File: src/rtl/sys_cmd_ctrl_pkg.sv
// Shared definitions for the command controller: widths, opcodes, operand
// addresses and the state encodings of the controller and TX handshake.
package sys_cmd_ctrl_pkg;

  localparam int DATA_WD    = 8;
  localparam int ADDR_WD    = 4;
  localparam int ALU_FUN_WD = 4;

  localparam logic [DATA_WD-1:0] CMD_WR      = 8'hAA;
  localparam logic [DATA_WD-1:0] CMD_RD      = 8'hBB;
  localparam logic [DATA_WD-1:0] CMD_ALU_OP  = 8'hCC;
  localparam logic [DATA_WD-1:0] CMD_ALU_NOP = 8'hDD;

  localparam logic [ADDR_WD-1:0] OPA_ADDR = ADDR_WD'(0);
  localparam logic [ADDR_WD-1:0] OPB_ADDR = ADDR_WD'(1);

  typedef enum logic [3:0] {
    IDLE,
    WR_ADDR,
    WR_DATA,
    RD_ADDR,
    RD_WAIT,
    OPA,
    OPB,
    ALU_FUN_ST,
    ALU_WAIT,
    TX_LO,
    TX_HI
  } ctrl_state_e;

  typedef enum logic [1:0] {
    HS_IDLE,
    HS_WAIT_FREE,
    HS_REQ,
    HS_RELEASE
  } tx_hs_state_e;

endpackage

File: src/rtl/sys_cmd_ctrl_tx.sv
// Per-byte request/acknowledge/release handshake towards the UART transmitter.
// A start pulse loads the byte; done pulses once the UART has taken it and
// gone idle again, so the caller can chain the next byte straight away.
module tx_byte_handshake
  import sys_cmd_ctrl_pkg::*;
(
  input  logic               clk_i,
  input  logic               rst_i,
  input  logic               start_i,
  input  logic [DATA_WD-1:0] data_i,
  input  logic               txBusy_i,
  output logic [DATA_WD-1:0] txData_o,
  output logic               txVld_o,
  output logic               done_o
);

  tx_hs_state_e       stateQ, stateD;
  logic [DATA_WD-1:0] dataQ, dataD;
  logic               vldQ, vldD;

  // State, held byte and request flag registers with synchronous reset.
  always_ff @(posedge clk_i) begin
    if (rst_i) begin
      stateQ <= HS_IDLE;
      dataQ  <= '0;
      vldQ   <= 1'b0;
    end else begin
      stateQ <= stateD;
      dataQ  <= dataD;
      vldQ   <= vldD;
    end
  end

  // Wait for a free UART, raise the request until busy is seen, then wait for release.
  always_comb begin
    stateD = stateQ;
    dataD  = dataQ;
    vldD   = vldQ;
    done_o = 1'b0;
    case (stateQ)
      HS_IDLE: begin
        if (start_i) begin
          dataD  = data_i;
          stateD = HS_WAIT_FREE;
        end
      end
      HS_WAIT_FREE: begin
        if (!txBusy_i) begin
          vldD   = 1'b1;
          stateD = HS_REQ;
        end
      end
      HS_REQ: begin
        if (txBusy_i) begin
          vldD   = 1'b0;
          stateD = HS_RELEASE;
        end
      end
      HS_RELEASE: begin
        if (!txBusy_i) begin
          done_o = 1'b1;
          stateD = HS_IDLE;
        end
      end
      default: stateD = HS_IDLE;
    endcase
  end

  assign txData_o = dataQ;
  assign txVld_o  = vldQ;

endmodule

File: src/rtl/sys_cmd_ctrl.sv
// Command-level controller: parses framed UART bytes, drives register-file
// writes/reads and ALU operations, gates the ALU clock and returns results
// through the UART TX handshake one byte at a time.
module sys_cmd_ctrl
  import sys_cmd_ctrl_pkg::*;
(
  input  logic                  CLK,
  input  logic                  RST,
  input  logic [DATA_WD-1:0]    RX_P_DATA,
  input  logic                  RX_D_VLD,
  input  logic [DATA_WD-1:0]    RF_RD_DATA,
  input  logic                  RF_RD_VLD,
  input  logic [2*DATA_WD-1:0]  ALU_OUT,
  input  logic                  ALU_OUT_VLD,
  input  logic                  TX_BUSY,
  output logic [ADDR_WD-1:0]    RF_ADDR,
  output logic                  RF_WR_EN,
  output logic                  RF_RD_EN,
  output logic [DATA_WD-1:0]    RF_WR_DATA,
  output logic                  ALU_EN,
  output logic [ALU_FUN_WD-1:0] ALU_FUN,
  output logic                  CLKG_EN,
  output logic [DATA_WD-1:0]    TX_P_DATA,
  output logic                  TX_D_VLD,
  output logic                  CMD_ERR
);

  ctrl_state_e           stateQ, stateD;
  logic [ADDR_WD-1:0]    rfAddrQ, rfAddrD;
  logic [DATA_WD-1:0]    rfWrDataQ, rfWrDataD;
  logic                  rfWrEnQ, rfWrEnD;
  logic                  rfRdEnQ, rfRdEnD;
  logic                  aluEnQ, aluEnD;
  logic [ALU_FUN_WD-1:0] aluFunQ, aluFunD;
  logic                  clkgEnQ, clkgEnD;
  logic                  cmdErrQ, cmdErrD;
  logic [2*DATA_WD-1:0]  resultQ, resultD;
  logic                  hasHiQ, hasHiD;
  logic                  txStartQ, txStartD;
  logic [DATA_WD-1:0]    txByte;
  logic                  txDone;

  // All controller state and registered outputs; reset aborts any command in flight.
  always_ff @(posedge CLK) begin
    if (RST) begin
      stateQ    <= IDLE;
      rfAddrQ   <= '0;
      rfWrDataQ <= '0;
      rfWrEnQ   <= 1'b0;
      rfRdEnQ   <= 1'b0;
      aluEnQ    <= 1'b0;
      aluFunQ   <= '0;
      clkgEnQ   <= 1'b0;
      cmdErrQ   <= 1'b0;
      resultQ   <= '0;
      hasHiQ    <= 1'b0;
      txStartQ  <= 1'b0;
    end else begin
      stateQ    <= stateD;
      rfAddrQ   <= rfAddrD;
      rfWrDataQ <= rfWrDataD;
      rfWrEnQ   <= rfWrEnD;
      rfRdEnQ   <= rfRdEnD;
      aluEnQ    <= aluEnD;
      aluFunQ   <= aluFunD;
      clkgEnQ   <= clkgEnD;
      cmdErrQ   <= cmdErrD;
      resultQ   <= resultD;
      hasHiQ    <= hasHiD;
      txStartQ  <= txStartD;
    end
  end

  // Command sequencing: strobes default low, held fields keep their value.
  always_comb begin
    stateD    = stateQ;
    rfAddrD   = rfAddrQ;
    rfWrDataD = rfWrDataQ;
    rfWrEnD   = 1'b0;
    rfRdEnD   = 1'b0;
    aluEnD    = 1'b0;
    aluFunD   = aluFunQ;
    cmdErrD   = 1'b0;
    resultD   = resultQ;
    hasHiD    = hasHiQ;
    txStartD  = 1'b0;
    case (stateQ)
      IDLE: begin
        if (RX_D_VLD) begin
          case (RX_P_DATA)
            CMD_WR:      stateD = WR_ADDR;
            CMD_RD:      stateD = RD_ADDR;
            CMD_ALU_OP:  stateD = OPA;
            CMD_ALU_NOP: stateD = ALU_FUN_ST;
            default:     cmdErrD = 1'b1;
          endcase
        end
      end
      WR_ADDR: begin
        if (RX_D_VLD) begin
          rfAddrD = RX_P_DATA[ADDR_WD-1:0];
          stateD  = WR_DATA;
        end
      end
      WR_DATA: begin
        if (RX_D_VLD) begin
          rfWrDataD = RX_P_DATA;
          rfWrEnD   = 1'b1;
          stateD    = IDLE;
        end
      end
      RD_ADDR: begin
        if (RX_D_VLD) begin
          rfAddrD = RX_P_DATA[ADDR_WD-1:0];
          rfRdEnD = 1'b1;
          stateD  = RD_WAIT;
        end
      end
      RD_WAIT: begin
        if (RF_RD_VLD) begin
          resultD  = {{DATA_WD{1'b0}}, RF_RD_DATA};
          hasHiD   = 1'b0;
          txStartD = 1'b1;
          stateD   = TX_LO;
        end
      end
      OPA: begin
        if (RX_D_VLD) begin
          rfAddrD   = OPA_ADDR;
          rfWrDataD = RX_P_DATA;
          rfWrEnD   = 1'b1;
          stateD    = OPB;
        end
      end
      OPB: begin
        if (RX_D_VLD) begin
          rfAddrD   = OPB_ADDR;
          rfWrDataD = RX_P_DATA;
          rfWrEnD   = 1'b1;
          stateD    = ALU_FUN_ST;
        end
      end
      ALU_FUN_ST: begin
        if (RX_D_VLD) begin
          aluFunD = RX_P_DATA[ALU_FUN_WD-1:0];
          aluEnD  = 1'b1;
          stateD  = ALU_WAIT;
        end
      end
      ALU_WAIT: begin
        if (ALU_OUT_VLD) begin
          resultD  = ALU_OUT;
          hasHiD   = 1'b1;
          txStartD = 1'b1;
          stateD   = TX_LO;
        end
      end
      TX_LO: begin
        if (txDone) begin
          if (hasHiQ) begin
            txStartD = 1'b1;
            stateD   = TX_HI;
          end else begin
            stateD = IDLE;
          end
        end
      end
      TX_HI: begin
        if (txDone) begin
          stateD = IDLE;
        end
      end
      default: stateD = IDLE;
    endcase
    clkgEnD = (stateD == ALU_FUN_ST) || (stateD == ALU_WAIT);
  end

  assign txByte = (stateQ == TX_HI) ? resultQ[2*DATA_WD-1:DATA_WD] : resultQ[DATA_WD-1:0];

  tx_byte_handshake uTxHs (
    .clk_i    (CLK),
    .rst_i    (RST),
    .start_i  (txStartQ),
    .data_i   (txByte),
    .txBusy_i (TX_BUSY),
    .txData_o (TX_P_DATA),
    .txVld_o  (TX_D_VLD),
    .done_o   (txDone)
  );

  assign RF_ADDR    = rfAddrQ;
  assign RF_WR_EN   = rfWrEnQ;
  assign RF_RD_EN   = rfRdEnQ;
  assign RF_WR_DATA = rfWrDataQ;
  assign ALU_EN     = aluEnQ;
  assign ALU_FUN    = aluFunQ;
  assign CLKG_EN    = clkgEnQ;
  assign CMD_ERR    = cmdErrQ;

endmodule

File: config.mk
export PLATFORM = sky130hd
export DESIGN_NAME = sys_cmd_ctrl
export DESIGN_NICKNAME = d
export VERILOG_FILES = /design/src/rtl/sys_cmd_ctrl_pkg.sv /design/src/rtl/sys_cmd_ctrl_tx.sv /design/src/rtl/sys_cmd_ctrl.sv
export SDC_FILE = /design/constraint.sdc
export NUM_CORES = 1
export LEC_CHECK = 0
export BUFFER_PORTS_ARGS = -buffer_cell sky130_fd_sc_hd__buf_4
export CORE_MARGIN = 8
export CORE_UTILIZATION = 47
export CTS_CLUSTER_SIZE = 30
export DETAILED_ROUTE_END_ITERATION = 16
export PLACE_DENSITY = 0.76
export SETUP_SLACK_MARGIN = 0.05
export SKIP_LAST_GASP = 1
export SYNTH_ARGS = -nofsm -noshare
export SYNTH_HDL_FRONTEND = slang
export SYNTH_SLANG_ARGS = --single-unit
export TNS_END_PERCENT = 1
File: constraint.sdc
create_clock -name CLK -period 1.7 [get_ports CLK]
set_clock_uncertainty 0.2 [all_clocks]
set_input_delay 0.085 -clock CLK [delete_from_list [all_inputs] [get_ports CLK]]
set_output_delay 0.085 -clock CLK [all_outputs]
set_load 0.05 [all_outputs]
Yosys cells after proc, flatten, opt, wreduce, memory -nomap -nowiden

Index checks and enable logic that the tools add are counted.

$add $sub $neg: 0
Multiply operators: 0
Div/mod/pow operators: 0
$lt $le $gt $ge: 0
Equal/unequal tests: 28
Shift operators: 0
Multiplexer cells: 42
Bitwise gates (word level): 5
Reductions and logical operators: 20

Operators by type and width:

| operator                                                        | number |
|---|---|
| 4-bit 2-to-1 mux                                                | 15 |
| 4-bit case mux with 11 select lines                             | 1 |
| 8-bit == test, second input constant                            | 4 |
| 16-bit 2-to-1 mux                                               | 2 |
| 16-bit case mux with 2 select lines                             | 1 |
| 4-bit by 3-bit == test with 1-bit output, second input constant | 5 |
| 4-bit == test, second input constant                            | 4 |
| 2-bit inequality test, second input constant                    | 8 |
| 4-bit case mux with 4 select lines                              | 1 |
| 1-bit 2-to-1 mux                                                | 12 |
| 4-bit case mux with 3 select lines                              | 1 |
| 4-bit by 2-bit == test with 1-bit output, second input constant | 2 |
| 2-bit 2-to-1 mux                                                | 4 |
| 8-bit 2-to-1 mux                                                | 1 |
| 2-bit case mux with 4 select lines                              | 1 |
| 4-bit AND reduction                                             | 2 |
| 2-bit OR reduction                                              | 4 |
| 2-bit AND reduction                                             | 3 |
| 3-bit AND reduction                                             | 2 |
| 3-bit OR reduction                                              | 2 |
| 1-bit inverter                                                  | 5 |
| 2-bit == test, second input constant                            | 2 |
| 4-bit by 1-bit == test with 1-bit output, second input constant | 1 |
| 4-bit logical NOT                                               | 1 |
| other kinds (9)                                                 | 11 |

Register bits: 54
Bits in latches: 0
Memory bits (writable): 0
Memory bits (read-only): 0
Input port bits: 38
Output and inout bits: 30
Word-level logic and storage cells: 110
Memories: 0

Logic depth before layout (Yosys ltp)

Gate-level depths: netlist of run 1.

Word-level depth: 6
Depth in mapped cells: 7
Gate-level depth less buffers: 6

By module

A second synthesis of run 1 with hierarchy kept.

Cell total of the unflattened synthesis: 283
Area total of the unflattened synthesis: 2560.0 um^2

Modules (own cells, without submodules):

| module            | times used | cells each | area an instance (um^2) | seq. area each (um^2) |
|---|---|---|---|---|
| sys_cmd_ctrl      | 1          | 223        | 2047.0                  | 860.8 |
| tx_byte_handshake | 1          | 60         | 513.0                   | 220.2 |

Worst setup path after synthesis of run 1

OpenSTA, ideal clock, no wires.

Kind: register to register
From: reg uTxHs.stateQ[0]
To: reg clkgEnQ (netlist: CLKG_EN)
Setup time: 0.072 ns
Arrival time: 1.643 ns
Data required time: 1.428 ns
Setup slack: -0.215 ns
Cell stages (with the launch flop): 7
Buffers on the path: 0
Clock period less this slack: 1.915 ns
Cell sequence: dfxtp_1 -> ha_1 -> nand2b_1 -> a21oi_1 -> o311a_1 -> or4_1 -> mux2i_1

Cells in the longest elaborated chain, start to end: 6
Elaborated cells on any way between the ends: 8
Those cells by class: eq/ne (3); mux (4); reduce/logical (1)

RTL lines:

| item                                                                             | RTL line                                 | RTL |
|---|---|---|
| start, declared                                                                  | sys_cmd_ctrl_tx.sv:17                    | `tx_hs_state_e stateQ, stateD;` |
| start signal, assigned                                                           | sys_cmd_ctrl_tx.sv:28                    | `stateQ <= stateD;` |
| 2-bit == test *                                                                  | sys_cmd_ctrl_tx.sv:40                    | `case (stateQ)` |
| 1-bit 2-to-1 mux *                                                               | sys_cmd_ctrl_tx.sv:40                    |  |
| 4-bit 2-to-1 mux (on tied branches)                                              | sys_cmd_ctrl.sv:169, sys_cmd_ctrl.sv:159 |  |
| 4-bit case mux with 11 select lines *                                            | sys_cmd_ctrl.sv:87                       | `case (stateQ)` |
| 4-bit by 3-bit == test with 1-bit output / 4-bit == test (equally long branches) | sys_cmd_ctrl.sv:175                      | `clkgEnD = (stateD == ALU_FUN_ST) \|\| (stateD == ALU_WAIT);` |
| 1-bit logical OR *                                                               | sys_cmd_ctrl.sv:175                      |  |
| end signal, assigned                                                             | sys_cmd_ctrl.sv:66                       | `clkgEnQ <= clkgEnD;` |
| end, declared                                                                    | sys_cmd_ctrl.sv:35                       | `logic clkgEnQ, clkgEnD;` |

Every way passes the cells marked *; elsewhere a longest branch is shown, timed or not.
A chain may end at the register's enable or synchronous reset.

Worst setup path after layout of run 1

From: reg uTxHs.stateQ[1]
To: reg clkgEnQ (netlist: CLKG_EN)

The elaborated chain is that of the path after synthesis.

==> key figures, run 1 <==
Run status
  • Run status: complete, but fails checks
  • Failing checks: negative setup slack

Logic synthesis
  • Synthesized area: between 2000 and 2500 um^2
  • Synth cell types: 42
  • Most used flip-flop cell after synthesis: dfxtp_1
  • Synth warn: 0
  • Share of the yosys chip area belonging to registers: 0.4379
  • Synthesis-stage register bit count: 54
  • Syn nets: approximately 320
  • Post-synth EDFFs: 0
  • Mapped Cells: ~280
  • Post-synthesis async set-or-reset flop share: 0
  • Synthesized area per cell: 8.944 um^2

CTS
  • TritonCTS buffer count: 5
  • Clock tree buffer depth: 2
  • Sink Count: 54
  • H-tree lvl count: 2
  • Root Buffer: clkbuf_8
  • Clk pin slew, worst setup/hold paths: approximately 0.1 ns
  • Clock tree from TritonCTS: done
  • Clock Latency Late Sink: 0.31 ns

STA
  • RSZ-0062 raised after global routing: yes
  • Slew HR: 0.6560
  • Tmin final: 1.900 ns
  • Fmax: roughly 530 MHz
  • Slew Viols, Final: 0
  • Final period utilization: 1.118
  • Hold slack: approximately 0.0078 ns
  • Final Hold Viols: 0
  • Final setup margin: -0.2002 ns
  • Final setup violation count: 13
  • Worst Max-Slew Pin Slew: roughly 0.5 ns

Route
  • DRT iter0 DRCs: 145
  • DR WL/cell: 15.96 um
  • DRC Markers: 0
  • 1st-pass router iterations: 4
  • Routed WL: between 7000 and 8000 um
  • Via count: ~2,500
  • Routed Antenna Nets: 0
  • Vias per cell: around 5.3

Power
  • Power Total: roughly 2300 uW
  • Lkg Pwr: around 0.0016 uW
  • PwrDens: around 600 nW/um^2
  • VDD IR-drop max: approximately 0.62 mV

Worst setup path
  • WS Path Type: register to register
  • Critical path's largest stage delay: ~0.42 ns
  • Slowest CP cell: or4_1
  • Critical path's top delay family: simple AND/OR/NAND/NOR gates
  • Buffers and inverters on the worst path: 0
  • CP max FO: 3
  • Crit path cell chain: ha_4 -> nand2b_1 -> a21oi_1 -> o311a_1 -> or4_1 -> mux2i_1
  • CP startpoint kind: register
  • Critical Path AT: 1.95 ns
  • Critical Path RT: 1.75 ns
  • Endpoint class of the critical path: register

Floorplan
  • Initial Util: 0.4864
  • Die ar.: 7828 um^2
  • DIE HEIGHT: between 80 and 90 um
  • IO Count: 68
  • Die width: ~88 um
  • Row cnt: 26
  • Core area: 5075 um^2

Placement
  • Inst Count DP: approximately 440
  • GP Congestion: approximately 0.88
  • Port buffer count: 67
  • Post-DP HPWL: ~5200 um

Finish
  • Commonest non-fill, non-tap cell in the layout: buf_4
  • Antenna cell count: 0
  • Final cell count without fillers: around 480
  • Most frequent cells in the layout: 109 x buf_4, 53 x nor2_1, 48 x dfxtp_1, 33 x dlygate4sd3_1, 30 x mux2i_1
  • Synthesis-to-finish area growth: 53.52%
  • Final #Nets: between 400 and 500
  • Ratio of cells with drive above 1 in the final layout: 0.3309

Flow run
  • Max_cap viols: 0

Hold path
  • Hold/Removal Path Class: input port to register

Global route
  • Overflow after GRT: 0
  • Number of global-route vias before repair: around 2,700
  • Initial antenna violation count: 0
  • First-pass GRT wire length: roughly 12,000 um
  • Pin count of the biggest net entering global routing: between 40 and 50
  • Tot GR Track Use: 0.2023
-- power by group --
part / leakage [uW] / switching (uW) / internal, uW
clock: 0.0000483 / 442 / 298
combinational: 0.00110 / 98.4 / 148
sequential: 0.000438 / 2.05 / 1270
-- area by class of cell --
| cell class | instances | area, um^2 |
|---|---|---|
| Clock inverter | 3 | 26.28 |
| Tap cell | 70 | 87.58 |
| Multi-Input combinational cell | 196 | 1305 |
| Inverter | 6 | 22.52 |
| Clock buffer | 5 | 68.82 |
| Fill cell | 364 | 1285 |
| Timing Repair Buffer | 144 | 1189 |
| Sequential cell | 54 | 1091 |
-- per-stage QoR --
step                TNS (ns)  setup slack, ns  utilization  cell area [um^2]
floorplan            -0.2282         -0.03518            -              2494
global placement      -2.177          -0.2252       0.6558              3328
detailed placement    -3.355          -0.2502       0.6558              3328
CTS                  -0.9007          -0.1823       0.7424              3767
global route          -3.975          -0.2883       0.7468              3790
finish               -0.8706          -0.2002       0.7468              3790
-- tightest hold or removal path, cell delays in order --
cell and delay [ns]:
buf_4 0.09, xnor2_1 0.13, nor2b_1 0.13, nor3_1 0.05
-- flip-flops by register name (all words and copies together) (netlist names) --
signal	flops
resultQ	16
uTxHs.stateQ	2
hasHiQ	1
CMD_ERR	1
uTxHs.txVld_o	1
CLKG_EN	1
txStartQ	1
ALU_FUN	4
uTxHs.txData_o	8
RF_ADDR	4
RF_WR_EN	1
stateQ	4
RF_RD_EN	1
RF_WR_DATA	8
ALU_EN	1
-- synth_stat cells, types with 4 or more instances --
cell type	instances	share of area
nor2_1	53	0.081
nor3_1	8	0.016
nor2b_1	5	0.013
dfxtp_1	54	0.44
nand3_1	4	0.0081
a22oi_1	11	0.033
nand2b_1	4	0.010
mux2i_1	30	0.12
clkbuf_1	10	0.015
nand2_1	10	0.015
and3_1	4	0.010
inv_1	6	0.0091
a21oi_1	12	0.024
ha_1	5	0.025
buf_2	6	0.012
a211oi_1	17	0.052
-- final timing paths --
path                                      from                 endpoint  slack [ns]  cells past startpoint
setup / recovery  uTxHs.stateQ[1]$_SDFFE_PP0P_       CLKG_EN$_SDFF_PP0_       -0.20                      6
hold / removal                    RX_P_DATA[4]       CMD_ERR$_SDFF_PP0_       0.008                      4
hold reg to reg        RF_ADDR[0]$_SDFFE_PP0P_  RF_ADDR[0]$_SDFFE_PP0P_        0.26                      2
setup reg to reg  uTxHs.stateQ[1]$_SDFFE_PP0P_       CLKG_EN$_SDFF_PP0_       -0.20                      6
-- logic make-up after synthesis --
| logic type | synth area share |
|---|---|
| DFF | 0.4379 |
| muxes | 0.1216 |
| adders and majority gates | 0.02534 |
| and+or+nand+nor | 0.2083 |
| AOI/OAI and AO/OA | 0.1526 |
| xor gates and xnor gates | 0.007097 |
| buffers and inverters | 0.04714 |
-- metal layers --
metal	share of wire	vias to the layer above	routed length, um	global-route usage
li1	-	1235	-	-
met1	0.39	1210	2968	0.2141
met2	0.54	88	4099	0.3761
met3	0.057	16	433	0.05292
met4	0.016	0	125	0.06759
met5	0	-	0	0
-- repair_timing --
action                                  CTS  global route
setup buffers                             0             2
endpoints found under the setup margin   44            49
hold endpoints to repair                 33             0
hold buffers                             33             0
pin swaps                                 0             1
resized for setup                         6             4
No activity file was read; power rests on OpenSTA's default activity.
==> inputs of run 2 (changes only) <==
--- a/config.mk
+++ b/config.mk
@@ -7,10 +7,10 @@
 export LEC_CHECK = 0
 export BUFFER_PORTS_ARGS = -buffer_cell sky130_fd_sc_hd__buf_4
 export CORE_MARGIN = 8
-export CORE_UTILIZATION = 47
+export CORE_UTILIZATION = 45
 export CTS_CLUSTER_SIZE = 30
 export DETAILED_ROUTE_END_ITERATION = 16
-export PLACE_DENSITY = 0.76
+export PLACE_DENSITY = 0.78
 export SETUP_SLACK_MARGIN = 0.05
 export SKIP_LAST_GASP = 1
 export SYNTH_ARGS = -nofsm -noshare
==> key figures, run 2 (synthesis results as in run 1) <==
Run status
  • Run status: complete, but fails checks
  • Failing checks: negative setup slack

Route
  • DR WL/cell: 16.13 um (+1.1%)
  • 1st-pass router iterations: 6 (+2)
  • Vias per cell: 5.355 (+0.42%)
  • DRC Markers: 0 (unchanged)
  • DRT iter0 DRCs: 219 (+51%)
  • Routed Antenna Nets: 0 (unchanged)
  • Routed WL: 7676 um (+0.64%)
  • Via count: 2,549 (unchanged)

CTS
  • Clock Latency Late Sink: 0.31 ns (about the same)
  • TritonCTS buffer count: 5 (unchanged)
  • Clk pin slew, worst setup/hold paths: 0.10 ns (about the same)
  • Clock tree from TritonCTS: done
  • H-tree lvl count: 2 (unchanged)
  • Clock tree buffer depth: 2 (unchanged)
  • Root Buffer: clkbuf_8
  • Sink Count: 54 (unchanged)

Power
  • Reg power frac: 0.531 (-0.031)
  • Switching power: 539.8 uW (-0.58%)
  • PwrDens: 624.1 nW/um^2 (+4.9%)
  • Int Pwr: 1850 uW (+8.1%)
  • Clk pwr share: 0.367 (+0.038)
  • VDD IR-drop max: 0.5057 mV (-18%)
  • Switching share of total power: 0.2258 (-0.01491)
  • Power Total: 2390 uW (+6.0%)
  • Logic pwr share: 0.102 (-0.007)
  • Lkg Pwr: 0.001579 uW (-0.20%)

Finish
  • Antenna cell count: 0 (unchanged)
  • Biggest register: resultQ
  • Most frequent cells in the layout: 99 x buf_4, 53 x nor2_1, 48 x dfxtp_1, 35 x dlygate4sd3_1, 30 x mux2i_1
  • Commonest non-fill, non-tap cell in the layout: buf_4
  • Post-route cell area: 3830 um^2 (+1.1%)
  • Reg area: 1089 um^2 (-0.23%)
  • Max FFs per register: 16 (unchanged)
  • Final cell count without fillers: 476 (-0.42%)
  • Synthesis-to-finish area growth: 55.14%
  • Area of the multi-input gates: 1319 um^2 (+1.1%)
  • Ratio of cells with drive above 1 in the final layout: 0.3243 (-0.006625)
  • Core Util, Final: 0.7086 (-0.03823)
  • Final #Nets: 446 (-0.89%)
  • Fillers: 416 (+14%)

Worst setup path
  • Slowest CP cell: dfxtp_2
  • WS Path Type: register to register
  • Endpoint class of the critical path: register
  • CP startpoint kind: register
  • Critical path's largest stage delay: 0.42 ns (about the same)
  • Critical path's top delay family: simple AND/OR/NAND/NOR gates
  • Critical Path AT: 1.90 ns (-0.05 ns)
  • Critical Path RT: 1.75 ns (about the same)
  • Crit path cell chain: buf_6 -> and3_1 -> o21ai_0 -> o311a_1 -> or4_1 -> mux2i_1
  • CP max FO: 15 (+12)
  • Buffers and inverters on the worst path: 1 (+1)

Floorplan
  • Core area: 5405 um^2 (+6.5%)
  • Row cnt: 27 (+3.8%)
  • IO Count: 68 (unchanged)
  • Die width: 90.07 um (+1.8%)
  • Initial Util: 0.4567 (-0.02973)
  • Die ar.: 8112 um^2 (+3.6%)
  • DIE HEIGHT: 90.07 um (+1.8%)

Global route
  • Overflow after GRT: 0 (unchanged)
  • Tot GR Track Use: 0.1834 (-0.01887)
  • First-pass GRT wire length: 12,400 um (-0.66%)
  • Initial antenna violation count: 0 (unchanged)
  • Number of global-route vias before repair: 2,579 (-3.9%)
  • Pin count of the biggest net entering global routing: 50 (+8.7%)

STA
  • Worst Max-Slew Pin Slew: 0.5166 ns (+0.007485 ns)
  • Slew HR: 0.6556 (about the same)
  • RSZ-0062 raised after global routing: yes
  • Final Hold Viols: 0 (unchanged)
  • Final period utilization: 1.087 (-0.03052)
  • Tmin final: 1.848 ns (-0.05189 ns)
  • Setup_tns: -1.409 ns (-0.5383 ns)
  • Final setup margin: -0.1483 ns (+0.05189 ns)
  • Slew Viols, Final: 0 (unchanged)
  • Fmax: 541.0 MHz (+2.8%)
  • Final setup violation count: 34 (+21)

Placement
  • Port buffer count: 67 (unchanged)
  • GP Congestion: 0.8785 (+0.27%)
  • Inst Count DP: 433 (-0.46%)
  • Placed cell areas: 3326 um^2 (about the same)
  • Post-DP HPWL: 4960 um (-3.7%)

Flow run
  • Max_cap viols: 0 (unchanged)

Hold path
  • Hold/Removal Path Class: input port to register
## run 2: cell count changes in the layout (fill, tap and decap cells not counted), sizes merged
cell         before  now
buf             111  105
bufinv            0    1
dlygate4sd3      33   35
clkinv            3    0
clkinvlp          0    2
## run 2: repair_timing
action	4_1_cts	5_1_grt
resized for setup	9	3
pin swaps	2	0
endpoints found under the hold margin	34	0
hold buffers	35	0
buffers inserted	0	0
endpoints found under the setup margin	48	49
## run 2: final timing paths
kind / start / depth (start not counted) / endpoint / slack (ns)
max: stateQ[1]$_SDFF_PP0_ / 6 / CLKG_EN$_SDFF_PP0_ / -0.15
min: RX_P_DATA[0] / 4 / RF_ADDR[0]$_SDFFE_PP0P_ / 0.01
max reg2reg: stateQ[1]$_SDFF_PP0_ / 6 / CLKG_EN$_SDFF_PP0_ / -0.15
min reg2reg: RF_ADDR[0]$_SDFFE_PP0P_ / 2 / RF_ADDR[0]$_SDFFE_PP0P_ / 0.27
## run 2: through the flow
stage          hold WS (ns)  setup slack, ns
6_report            0.01143          -0.1483
5_1_grt             0.04596          -0.2584
4_1_cts            0.003632          -0.1278
3_5_place_dp         0.1283          -0.2074
3_3_place_gp         0.1211          -0.1529
2_1_floorplan       0.02894         -0.03518
## run 2: final cells by class
| class | instances | share of cell area |
|---|---|---|
| Tap cell | 72 | 0.02352 |
| Clock inverter | 3 | 0.01176 |
| Clock buffer | 5 | 0.01797 |
| Inverter | 6 | 0.005880 |
| Sequential cell | 54 | 0.2842 |
| Timing Repair Buffer | 140 | 0.3123 |
| Multi-Input combinational cell | 196 | 0.3443 |
## run 2: power groups by stage
stage	sequential, uW	clock [uW]	combinational, uW
detailed placement	1300	0	170
CTS	1270	888	237
floorplan	1310	0	52.6
global route	1270	925	261
global placement	1300	0	169
finish	1270	878	243
## run 2: worst register-to-register path: stages (launching register included)
cell     delay, ns
dfxtp_2       0.42
buf_6         0.18
and3_1        0.19
o21ai_0       0.12
o311a_1       0.15
or4_1         0.40
mux2i_1       0.13
## run 2: metal layers
layer / up-vias / global-route usage / routed length (um) / part of all wire
met5: - / 0 / 0 / 0
met2: 81 / 0.3166 / 3896 / 0.51
met1: 1228 / 0.2164 / 3167 / 0.41
met4: 0 / 0.07490 / 164 / 0.021
li1: 1223 / - / - / -
met3: 17 / 0.03658 / 447 / 0.058
==> inputs of run 3 (changes only) <==
--- a/config.mk
+++ b/config.mk
@@ -6,11 +6,13 @@
 export NUM_CORES = 1
 export LEC_CHECK = 0
 export BUFFER_PORTS_ARGS = -buffer_cell sky130_fd_sc_hd__buf_4
+export CELL_PAD_IN_SITES_DETAIL_PLACEMENT = 0
+export CELL_PAD_IN_SITES_GLOBAL_PLACEMENT = 2
 export CORE_MARGIN = 8
-export CORE_UTILIZATION = 45
+export CORE_UTILIZATION = 27
 export CTS_CLUSTER_SIZE = 30
 export DETAILED_ROUTE_END_ITERATION = 16
-export PLACE_DENSITY = 0.78
+export PLACE_DENSITY = 0.79
 export SETUP_SLACK_MARGIN = 0.05
 export SKIP_LAST_GASP = 1
 export SYNTH_ARGS = -nofsm -noshare
==> key figures, run 3 (synthesis results as in run 1) <==
STA
  • Slew Viols, Final: 0 (unchanged)
  • Final setup violation count: 18 (-47%)
  • Final Hold Viols: 0 (unchanged)
  • Final period utilization: 1.081 (-0.005865)
  • Slew HR: 0.6351 (-0.02051)
  • Fmax: 544.0 MHz (+0.54%)
  • Worst Max-Slew Pin Slew: 0.5473 ns (+0.03076 ns)
  • Setup_tns: -0.7517 ns (+0.6572 ns)
  • Tmin final: 1.838 ns (-0.009971 ns)
  • Final setup margin: -0.1384 ns (+0.009971 ns)
  • RSZ-0062 raised after global routing: yes

CTS
  • Sink Count: 54 (unchanged)
  • TritonCTS buffer count: 5 (unchanged)
  • Clk pin slew, worst setup/hold paths: 0.10 ns (about the same)
  • Clock tree from TritonCTS: done
  • Root Buffer: clkbuf_8
  • Clock Latency Late Sink: 0.31 ns (about the same)
  • H-tree lvl count: 2 (unchanged)
  • Clock tree buffer depth: 2 (unchanged)

Finish
  • Reg area: 1087 um^2 (-0.11%)
  • Antenna cell count: 0 (unchanged)
  • Final #Nets: 451 (+1.1%)
  • Area of the multi-input gates: 1315 um^2 (-0.28%)
  • Biggest register: resultQ
  • Ratio of cells with drive above 1 in the final layout: 0.3301 (+0.005816)
  • Synthesis-to-finish area growth: 56.97%
  • Most frequent cells in the layout: 107 x buf_4, 53 x nor2_1, 49 x dfxtp_1, 34 x dlygate4sd3_1, 30 x mux2i_1
  • Fillers: 901 (+120%)
  • Max FFs per register: 16 (unchanged)
  • Commonest non-fill, non-tap cell in the layout: buf_4

Placement
  • GP Congestion: 0.8387 (-4.5%)
  • Port buffer count: 67 (unchanged)
  • Post-DP HPWL: 5256 um (+6.0%)

Route
  • 1st-pass router iterations: 4 (-2)
  • Met2 WL post-DR: 3590 um (-7.9%)
  • Routed WL: 7361 um (-4.1%)
  • Met3 wire length: 273 um (-39%)
  • WL met1: 3384 um (+6.9%)
  • DR WL/cell: 14.16 um (-12%)
  • Vias per cell: 4.527 (-15%)
  • Top layer in use: met4
  • DRC Markers: 0 (unchanged)
  • DRT iter0 DRCs: 71 (-68%)
  • Via count: 2,354 (-7.7%)
  • Routed Antenna Nets: 0 (unchanged)

Global route
  • Overflow after GRT: 0 (unchanged)
  • Pin count of the biggest net entering global routing: 50 (unchanged)
  • Number of global-route vias before repair: 2,389 (-7.4%)
  • Tot GR Track Use: 0.1190 (-0.06444)
  • First-pass GRT wire length: 12,120 um (-2.3%)
  • Initial antenna violation count: 0 (unchanged)

Flow run
  • Max_cap viols: 0 (unchanged)

Hold path
  • Hold/Removal Path Class: input port to register

Floorplan
  • Die ar.: 12,460 um^2 (+54%)
  • Row cnt: 35 (+30%)
  • IO Count: 68 (unchanged)
  • Initial Util: 0.2723 (-0.1844)
  • Die width: 111.6 um (+24%)
  • DIE HEIGHT: 111.6 um (+24%)
  • Core area: 9065 um^2 (+68%)

Worst setup path
  • CP max FO: 4 (-11)
  • Critical Path AT: 1.88 ns (-0.02 ns)
  • Slowest CP cell: or4_1
  • WS Path Type: register to register
  • Endpoint class of the critical path: register
  • Critical Path RT: 1.74 ns (about the same)
  • Critical path's largest stage delay: 0.40 ns (-0.02 ns)
  • CP startpoint kind: register
  • Crit path cell chain: buf_4 -> nor2b_4 -> a21oi_1 -> o311a_1 -> or4_1 -> mux2i_1

Power
  • Power Total: 2236 uW (-6.4%)
  • PwrDens: 577.1 nW/um^2 (-7.5%)
  • VDD IR-drop max: 0.2855 mV (-44%)
  • Lkg Pwr: 0.001596 uW (+1.1%)

Run status
  • Run status: complete, but fails checks
  • Failing checks: negative setup slack
[run 3: timing repair]
item                                   in CTS  in global routing
gates cloned                                0                  0
hold buffers                               34                  0
resized for setup                           6                  2
endpoints found under the hold margin      33                  0
buffers inserted                            1                  0
pin swaps                                   2                  1
setup endpoints to repair                  47                 49
[run 3: worst max-delay path, delay by kind of cell, from the launching register on]
family | cells | cell delay, ns
and+or+nand+nor | 2 | 0.54
AOI/OAI and AO/OA | 2 | 0.39
DFF | 1 | 0.35
buffers and inverters | 1 | 0.15
muxes | 1 | 0.13
[run 3: path summary, 6_finish.rpt]
| check | from | to | slack (ns) | cells past startpoint |
|---|---|---|---|---|
| worst max-delay path | stateQ[0]$_SDFF_PP0_ | CLKG_EN$_SDFF_PP0_ | -0.14 | 6 |
| worst min-delay path | TX_BUSY | txStartQ$_SDFF_PP0_ | 0.008 | 5 |
| worst max register to register | stateQ[0]$_SDFF_PP0_ | CLKG_EN$_SDFF_PP0_ | -0.14 | 6 |
| worst min register to register | RF_ADDR[0]$_SDFFE_PP0P_ | RF_ADDR[0]$_SDFFE_PP0P_ | 0.27 | 2 |
[run 3: per-layer routing]
| metal | up-vias | GRT usage |
|---|---|---|
| met2 | 40 | 0.1983 |
| met4 | 0 | 0.03829 |
| met3 | 9 | 0.02435 |
| li1 | 1235 | - |
| met5 | - | 0 |
| met1 | 1070 | 0.1496 |
[run 3: stage by stage]
stage | instance area [um^2] | utilization | std cells | worst slack, ns | hold WS [ns]
floorplan | 2494 | - | 276 | -0.03518 | 0.02894
global placement | 3412 | 0.3764 | 477 | -0.1627 | 0.1204
detailed placement | 3412 | 0.3764 | 477 | -0.2032 | 0.1311
CTS | 3866 | 0.4265 | 520 | -0.1480 | 0.005132
global route | 3875 | 0.4275 | 520 | -0.2454 | 0.01720
finish | 3875 | 0.4275 | 520 | -0.1384 | 0.007793
[run 3: layout make-up]
| type | instances | area share |
|---|---|---|
| Inverter | 6 | 0.005812 |
| Tap cell | 111 | 0.03584 |
| Clock buffer | 5 | 0.01776 |
| Multi-Input combinational cell | 196 | 0.3394 |
| Timing Repair Buffer | 145 | 0.3158 |
| Sequential cell | 54 | 0.2806 |
| Clock inverter | 3 | 0.004843 |
[run 3: report_power, final]
group	internal (uW)	switching (uW)	leakage, uW
clock network	291	438	0.0000483
registers	1270	1.94	0.000438
logic	143	94.6	0.00111
